===== config.mk =====
export PLATFORM = sky130hd
export DESIGN_NAME = fifo_wr_arbiter
export DESIGN_NICKNAME = d
export VERILOG_FILES = /design/src/rtl/fifo_arb_pkg.sv /design/src/rtl/rr_pick.sv /design/src/rtl/fifo_wr_arbiter.sv
export SDC_FILE = /design/constraint.sdc
export NUM_CORES = 1
export LEC_CHECK = 0
export ABC_CLOCK_PERIOD_IN_PS = 2150
export CORE_MARGIN = 2
export CORE_UTILIZATION = 43
export CTS_CLUSTER_SIZE = 8
export DETAILED_ROUTE_END_ITERATION = 8
export GPL_TIMING_DRIVEN = 0
export PLACE_DENSITY_LB_ADDON = 0.12
export SLEW_MARGIN = 20
export SYNTH_ARGS = -nofsm -noshare
export SYNTH_HDL_FRONTEND = slang
export SYNTH_SLANG_ARGS = --single-unit

===== constraint.sdc =====
create_clock -name clk -period 2.15 [get_ports clk]
set_input_delay 0.3225 -clock clk [delete_from_list [all_inputs] [get_ports clk]]
set_output_delay 0.3225 -clock clk [all_outputs]
set_load 0.005 [all_outputs]

===== src/rtl/fifo_arb_pkg.sv =====
// Shared types and default sizing for the FIFO write arbiter.
// Holds the FSM state encodings and the default parameter values.
package fifo_arb_pkg;

  typedef enum logic [1:0] {
    StIdle  = 2'd0,
    StRun   = 2'd1,
    StStall = 2'd2
  } arb_state_e;

  localparam int unsigned DefDataWidth = 8;
  localparam int unsigned DefNumReq    = 4;
  localparam int unsigned DefCntWidth  = 16;

endpackage


===== src/rtl/rr_pick.sv =====
// Combinational round-robin search: first set bit of eligible at or after rr_ptr,
// wrapping modulo NUM_REQ.
module rr_pick #(
  parameter int unsigned NUM_REQ = 4,
  parameter int unsigned IDX_W   = $clog2(NUM_REQ)
) (
  input  logic [NUM_REQ-1:0] eligible,
  input  logic [IDX_W-1:0]   rr_ptr,
  output logic [IDX_W-1:0]   winner,
  output logic               found
);

  always_comb begin
    winner = '0;
    found  = 1'b0;
    for (int unsigned i = 0; i < NUM_REQ; i++) begin
      int unsigned idx;
      idx = (32'(rr_ptr) + i) % NUM_REQ;
      if (!found && eligible[IDX_W'(idx)]) begin
        found  = 1'b1;
        winner = IDX_W'(idx);
      end
    end
  end

endmodule


===== src/rtl/fifo_wr_arbiter.sv =====
// Round-robin arbiter merging NUM_REQ write requesters into one shared FIFO write port,
// with back-pressure from fifo_full and a saturating stall counter.
module fifo_wr_arbiter
  import fifo_arb_pkg::*;
#(
  parameter int unsigned DATA_WIDTH = DefDataWidth,
  parameter int unsigned NUM_REQ    = DefNumReq,
  parameter int unsigned CNT_WIDTH  = DefCntWidth
) (
  input  logic                          clk,
  input  logic                          rst,
  input  logic [NUM_REQ-1:0]            req,
  input  logic [NUM_REQ*DATA_WIDTH-1:0] req_data,
  output logic [NUM_REQ-1:0]            ack,
  input  logic                          fifo_full,
  output logic                          fifo_we,
  output logic [DATA_WIDTH-1:0]         fifo_data,
  output logic                          busy,
  output logic [CNT_WIDTH-1:0]          stall_cycles
);

  localparam int unsigned IDX_W = $clog2(NUM_REQ);

  arb_state_e              state_q, state_d;
  logic [IDX_W-1:0]        rr_ptr_q, rr_ptr_d;
  logic [NUM_REQ-1:0]      ack_q, ack_d;
  logic                    we_q, we_d;
  logic [DATA_WIDTH-1:0]   data_q, data_d;
  logic [CNT_WIDTH-1:0]    stall_q, stall_d;
  logic [NUM_REQ-1:0]      eligible;
  logic [IDX_W-1:0]        winner;
  logic                    found;

  // A requester being acked this cycle still shows req; mask it so it is not granted twice.
  assign eligible = req & ~ack_q;

  rr_pick #(
    .NUM_REQ (NUM_REQ),
    .IDX_W   (IDX_W)
  ) u_rr_pick (
    .eligible (eligible),
    .rr_ptr   (rr_ptr_q),
    .winner   (winner),
    .found    (found)
  );

  always_comb begin
    state_d  = StIdle;
    rr_ptr_d = rr_ptr_q;
    ack_d    = '0;
    we_d     = 1'b0;
    data_d   = data_q;
    stall_d  = stall_q;
    if (found) begin
      if (fifo_full) begin
        state_d = StStall;
        if (stall_q != {CNT_WIDTH{1'b1}}) begin
          stall_d = stall_q + 1'b1;
        end
      end else begin
        state_d  = StRun;
        we_d     = 1'b1;
        ack_d    = NUM_REQ'(1) << winner;
        data_d   = req_data[32'(winner) * DATA_WIDTH +: DATA_WIDTH];
        rr_ptr_d = (winner == IDX_W'(NUM_REQ - 1)) ? '0 : winner + 1'b1;
      end
    end
  end

  always_ff @(posedge clk or negedge rst) begin
    if (!rst) begin
      state_q  <= StIdle;
      rr_ptr_q <= '0;
      ack_q    <= '0;
      we_q     <= 1'b0;
      data_q   <= '0;
      stall_q  <= '0;
    end else begin
      state_q  <= state_d;
      rr_ptr_q <= rr_ptr_d;
      ack_q    <= ack_d;
      we_q     <= we_d;
      data_q   <= data_d;
      stall_q  <= stall_d;
    end
  end

  assign ack          = ack_q;
  assign fifo_we      = we_q;
  assign fifo_data    = data_q;
  assign busy         = (state_q != StIdle);
  assign stall_cycles = stall_q;

endmodule


# [Yosys cells after proc, flatten, opt, wreduce, memory -nomap -nowiden]
# Cells that the tools add are included.
[classes] n_bitwise=3 muxes=23 n_reduce_logical=9 n_lt_le_gt_ge=4 shifts=2 addsub=5 eq_ne=2
[ops] operator="variable part select 32 x 6 -> 8 bit" count=1
[ops] operator="adder 16 x 1 -> 16 bit, second input constant" count=1
[ops] operator="!= test 16 bit, second input constant" count=1
[ops] operator="2-to-1 mux 2 bit" count=7
[ops] operator="< comparator 2 x 3 -> 1 bit, second input constant" count=4
[ops] operator="2-to-1 mux 1 bit" count=10
[ops] operator="binary-select mux 1 bit (select 2 bit)" count=4
[ops] operator="2-to-1 mux 4 bit" count=2
[ops] operator="adder 2 x 1 -> 2 bit, second input constant" count=2
[ops] operator="adder 2 bit, second input constant" count=2
[ops] operator="bitwise AND 4 bit" count=1
[ops] operator="inverter 4 bit" count=1
[ops] operator="<< shifter 1 x 2 -> 4 bit, first input constant" count=1
[ops] operator="logical AND 1 bit" count=3
[ops] operator="logical NOT 1 bit" count=3
[ops] operator="AND reduction 3 bit" count=1
[ops] operator="== test 2 bit, second input constant" count=1
[ops] operator="AND reduction 2 bit" count=1
[ops] operator="nonzero test 2 bit" count=1
[ops] operator="inverter 1 bit" count=1
[totals] inputBits=39 register_bits=33 elab_cells=54

# [Longest topological paths before layout]
[depth] ltp_word=17 ltp_mapped=9 depth_no_buf=7

# [Hierarchy]
# From an unflattened synthesis, not the netlist that was laid out.
[hier_totals] hier_cells=146 hier_area_um2=1739.2
[modules_own_cells] module="fifo_wr_arbiter" area_per_inst_um2=1661.6 seq_area_each_um2=800.8 instances=1 cells_per_inst=131
[modules_own_cells] module="rr_pick" area_per_inst_um2=77.6 seq_area_each_um2=0.0 instances=1 cells_per_inst=15

# [Worst setup path after synthesis]
# Ideal clock, no wire load.
[synth_path] kind="register to register" from="reg stall_q[7] (netlist: stall_cycles[7])" to="reg stall_q[1] (netlist: stall_cycles[1])" required_time_ns=2.025 setup_time_ns=0.125 path_stages_with_launch=6 t_arrival_ns=1.666 synth_period_minus_slack_ns=1.791 path_slack_ns=0.359 cell_sequence="dfrtp_1 and3_2 nand4_4 o41ai_4 buf_6 mux2_4"
[synth_between] elab_chain_cells=2
[synth_rtl] element="start, declared" line="fifo_wr_arbiter.sv:29" rtl="logic [CNT_WIDTH-1:0] stall_q, stall_d;"
[synth_rtl] element="start signal, assigned" line="fifo_wr_arbiter.sv:84" rtl="stall_q <= stall_d;"
[synth_rtl] element="!= test 16 bit" line="fifo_wr_arbiter.sv:57" rtl="if (stall_q != {CNT_WIDTH{1'b1}}) begin"
[synth_rtl] element="AND reduction 3 bit (no source line)"
# Every way passes these cells.
# A chain may end at the register's enable or synchronous reset.

# [Final worst setup path]
[layout_path] from="in req[2]" to="reg rr_ptr_q[1]"
[layout_between] elab_chain_cells=15 elab_cells_between_ends=27 classes_between="1 x add/sub; 1 x eq/ne; 17 x mux; 1 x bitwise; 7 x reduce/logical"
[layout_rtl] element="start, declared" line="fifo_wr_arbiter.sv:12" rtl="input logic [NUM_REQ-1:0] req,"
[layout_rtl] element="bitwise AND 4 bit (*)" line="fifo_wr_arbiter.sv:35" rtl="assign eligible = req & ~ack_q;"
[layout_rtl] element="binary-select mux 1 bit (select 2 bit)" line="rr_pick.sv:19" rtl="if (!found && eligible[IDX_W'(idx)]) begin"
[layout_rtl] element="2-to-1 mux 1 bit (implied by the code)" line="rr_pick.sv:19"
[layout_rtl] element="2-to-1 mux 1 bit" line="rr_pick.sv:19"
[layout_rtl] element="logical NOT 1 bit" line="rr_pick.sv:19"
[layout_rtl] element="logical AND 1 bit" line="rr_pick.sv:19"
[layout_rtl] element="2-to-1 mux 1 bit" line="rr_pick.sv:19"
[layout_rtl] element="logical NOT 1 bit" line="rr_pick.sv:19"
[layout_rtl] element="logical AND 1 bit" line="rr_pick.sv:19"
[layout_rtl] element="2-to-1 mux 1 bit" line="rr_pick.sv:19"
[layout_rtl] element="logical NOT 1 bit" line="rr_pick.sv:19"
[layout_rtl] element="logical AND 1 bit" line="rr_pick.sv:19"
[layout_rtl] element="2-to-1 mux 2 bit" line="rr_pick.sv:19"
[layout_rtl] element="adder 2 x 1 -> 2 bit / == test 2 bit (equally long branches)" line="fifo_wr_arbiter.sv:65" rtl="rr_ptr_d = (winner == IDX_W'(NUM_REQ - 1)) ? '0 : winner + 1'b1;"
[layout_rtl] element="2-to-1 mux 2 bit" line="fifo_wr_arbiter.sv:65"
[layout_rtl] element="end signal, assigned" line="fifo_wr_arbiter.sv:80" rtl="rr_ptr_q <= rr_ptr_d;"
[layout_rtl] element="end, declared" line="fifo_wr_arbiter.sv:25" rtl="logic [IDX_W-1:0] rr_ptr_q, rr_ptr_d;"
# Mark *: on every way between the ends. The rest lies on a longest branch, timed or not. The select of a mux whose other input is x is not followed.

==> impl_metrics.env <==
export IMPL_maxCapViolations=0
export IMPL_drt_iter0_markers=64
export IMPL_ys_async_sr_fraction_pct=100.0
export IMPL_cts_setup_buffers=0
export IMPL_slew_headroom_pct=52.51
export IMPL_fin_nets=275
export IMPL_synth_nets=200
export IMPL_final_cell_mix="clkdlybuf4s50_1, dfrtp_1, nand2_1, mux2i_1, xor2_1"
export IMPL_netlist_top_cells_area="dfrtp_1, mux2i_1, xor2_1"
export IMPL_place_gp_congestion=0.7707
export IMPL_insertion_delay_ps=290
export IMPL_vdd_drop_max_v=0.0006604
export IMPL_root_buffer="clkbuf_8"
export IMPL_die_x_um=66.98
export IMPL_synth_top_area_share_pct=46.96
export IMPL_dr_pass1_iters=6
export IMPL_port_buffers=68
export IMPL_seq_area_frac_synth_pct=46.96
export IMPL_viasPerCell=5.297
export IMPL_cts_buffers=5
export IMPL_clock_sinks=32
export IMPL_path_max_fanout=10
export IMPL_final_antenna_net_count=0
export IMPL_track_usage_pct=20.06
export IMPL_fillers=286
export IMPL_detail_route_wl_per_cell_um=14.46
export IMPL_cp_data_required_time_ps=2330
export IMPL_hold_slack_ps=80.09
export IMPL_outcome="complete, no violations"
export IMPL_finalHoldViolations=0
export IMPL_initial_core_util_pct=45.55
export IMPL_htree_num_levels=2
export IMPL_drive_gt1_share_pct=11.06
export IMPL_ys_seq_elements=32
export IMPL_final_common_cell="clkdlybuf4s50_1"
export IMPL_grt_first_pass_wirelength_um=6693
export IMPL_netlist_area_um2=1705
export IMPL_grt_pass1_vias=1463
export IMPL_seqCellArea_um2=800.8
export IMPL_postSynthCellCount=159
export IMPL_arrival_ps=2180
export IMPL_num_rows=22
export IMPL_setup_viol=0
export IMPL_die_y_um=66.98
export IMPL_antenna_found_initial=0
export IMPL_setup_worst_path_class="primary input to register"
export IMPL_cp_start_kind="primary input"
export IMPL_p_per_area_nw_per_um2=1047
export IMPL_ys_flop_type="dfrtp_1"
export IMPL_synth_edf_count=0
export IMPL_crit_path_top_delay_cell="clkdlybuf4s50_1"
export IMPL_die_area_um2=4486
export IMPL_num_io_pins=69
export IMPL_antennaDiodeCount=0
export IMPL_remaining_drc_errors=0
export IMPL_tightest_slew_ps=712.3
export IMPL_synth_top_area_cell="dfrtp_1"
export IMPL_fmax_mhz=501.4
export IMPL_core_um2=3744
export IMPL_yosysWarningCount=0
export IMPL_grt_overflow_total=0
export IMPL_cp_end_kind="register"
export IMPL_leakagePower_uw=0.001199
export IMPL_clock_skew_ps=6.458
export IMPL_clock_path_buffers=2
export IMPL_synth_cell_types=38
export IMPL_final_util_pct=68.42
export IMPL_power_uw=2681
export IMPL_post_dp_cell_area_um2=2441
export IMPL_synthToLayoutAreaGrowth_pct=50.18
export IMPL_placed_cells=275
export IMPL_min_period_over_period_pct=92.77
export IMPL_clk_pin_slew_ps=70
export IMPL_multi_input_area_um2=848.3
export IMPL_min_path_type="primary input to async pin"
export IMPL_holdBufCountCts=0
export IMPL_max_stage_delay_ps=450
export IMPL_slew_violations=0
export IMPL_worstPathCellList="clkdlybuf4s50_1, and2b_1, nand2_1, o211ai_1, buf_6, buf_6, inv_1, ha_1, nand2_1, nand2_1"
export IMPL_final_cell_area_um2=2561
export IMPL_reg2reg_slack_ps=200
export IMPL_post_dp_hpwl_um=3097
export IMPL_fin_crit_ps=1995
export IMPL_wirelength_um=4092
export IMPL_cts_tree="yes"
export IMPL_stdcell_count=283
export IMPL_postSynthAreaPerCell_um2=10.73
export IMPL_vias=1499
export IMPL_cts_repair_resized=0
export IMPL_cpMostUsedCell="nand2_1"
export IMPL_grt_max_degree=33
[registers in the layout (all words and copies together) (netlist names)]
name	cells
ack	4
fifo_data	8
fifo_we	1
rr_ptr_q	2
stall_cycles	16
state_q	1
[final timing paths]
check | to | start | cells past startpoint
setup / recovery | rr_ptr_q[1]$_DFFE_PN0P_ | req[2] | 10
hold / removal | stall_cycles[6]$_DFFE_PN0P_ | rst | 1
setup reg to reg | rr_ptr_q[1]$_DFFE_PN0P_ | ack[2]$_DFF_PN0_ | 9
hold reg to reg | fifo_data[2]$_DFFE_PN0P_ | fifo_data[2]$_DFFE_PN0P_ | 2
max in group asynchronous | fifo_data[1]$_DFFE_PN0P_ | rst | 1
min in group clk | fifo_data[2]$_DFFE_PN0P_ | fifo_data[2]$_DFFE_PN0P_ | 2
[power breakdown]
part	leakage [µW]	switching (µW)	total, µW	internal (µW)
registers	0.000413	161	940	779
logic	0.000732	487	1160	675
clock network	0.0000541	236	578	343
[per-stage QoR]
stage / TNS (ps) / setup WS (ps)
2_1_floorplan: 0 / 358.5
3_3_place_gp: -1319 / -155.5
3_5_place_dp: -1843 / -215.3
4_1_cts: 0 / 72.95
5_1_grt: -11.58 / -11.58
6_report: 0 / 155.5
[Yosys cell counts (3+ instances only)]
cell type / number
buf_6: 3
nand2_1: 24
xor2_1: 13
nor2b_1: 3
dfrtp_1: 32
inv_1: 4
nor3_1: 7
mux2i_1: 16
nand2b_1: 3
nand3_1: 5
o221ai_1: 9
nor2_1: 8
[cell families (layout without fill, tap and decap cells)]
| group | after synthesis | after routing | share of synthesized area [%] |
|---|---|---|---|
| buffers and inverters | 9 | 85 | 3.594 |
| multiplexers | 18 | 18 | 10.93 |
| XOR/XNOR | 14 | 14 | 7.190 |
| AO/OA/AOI/OAI | 18 | 18 | 9.612 |
| AND/OR/NAND/NOR | 66 | 66 | 20.25 |
| adder cells (fa/ha/maj) | 2 | 2 | 1.467 |
| flip-flops | 32 | 32 | 46.96 |
[worst max-delay path: cells and delay by family]
family	cells	cell delay, ps
compound gates	1	230
buf+inv	4	910
simple gates	4	440
fa+ha+maj	1	280
[layout make-up]
type,instances,area share (%)
well taps,48,2.345
multi-input cells,118,33.12
clock buffers,5,2.687
inverters,4,0.5862
plain buffers,5,1.954
repair buffers,68,26.38
flip-flops and latches,32,31.27
clock inverters,3,1.661
[per-layer routing]
| metal | GRT usage (%) | vias up | share of wire (%) | wire length (µm) |
|---|---|---|---|---|
| met5 | 0 | - | 0 | 0 |
| met4 | 4.592 | 0 | 0.76 | 31 |
| met3 | 6.926 | 3 | 7.0 | 288 |
| met2 | 32.50 | 54 | 50 | 2063 |
| met1 | 25.84 | 726 | 42 | 1710 |
| li1 | - | 716 | - | - |
Power figures use the tool's default switching activity.
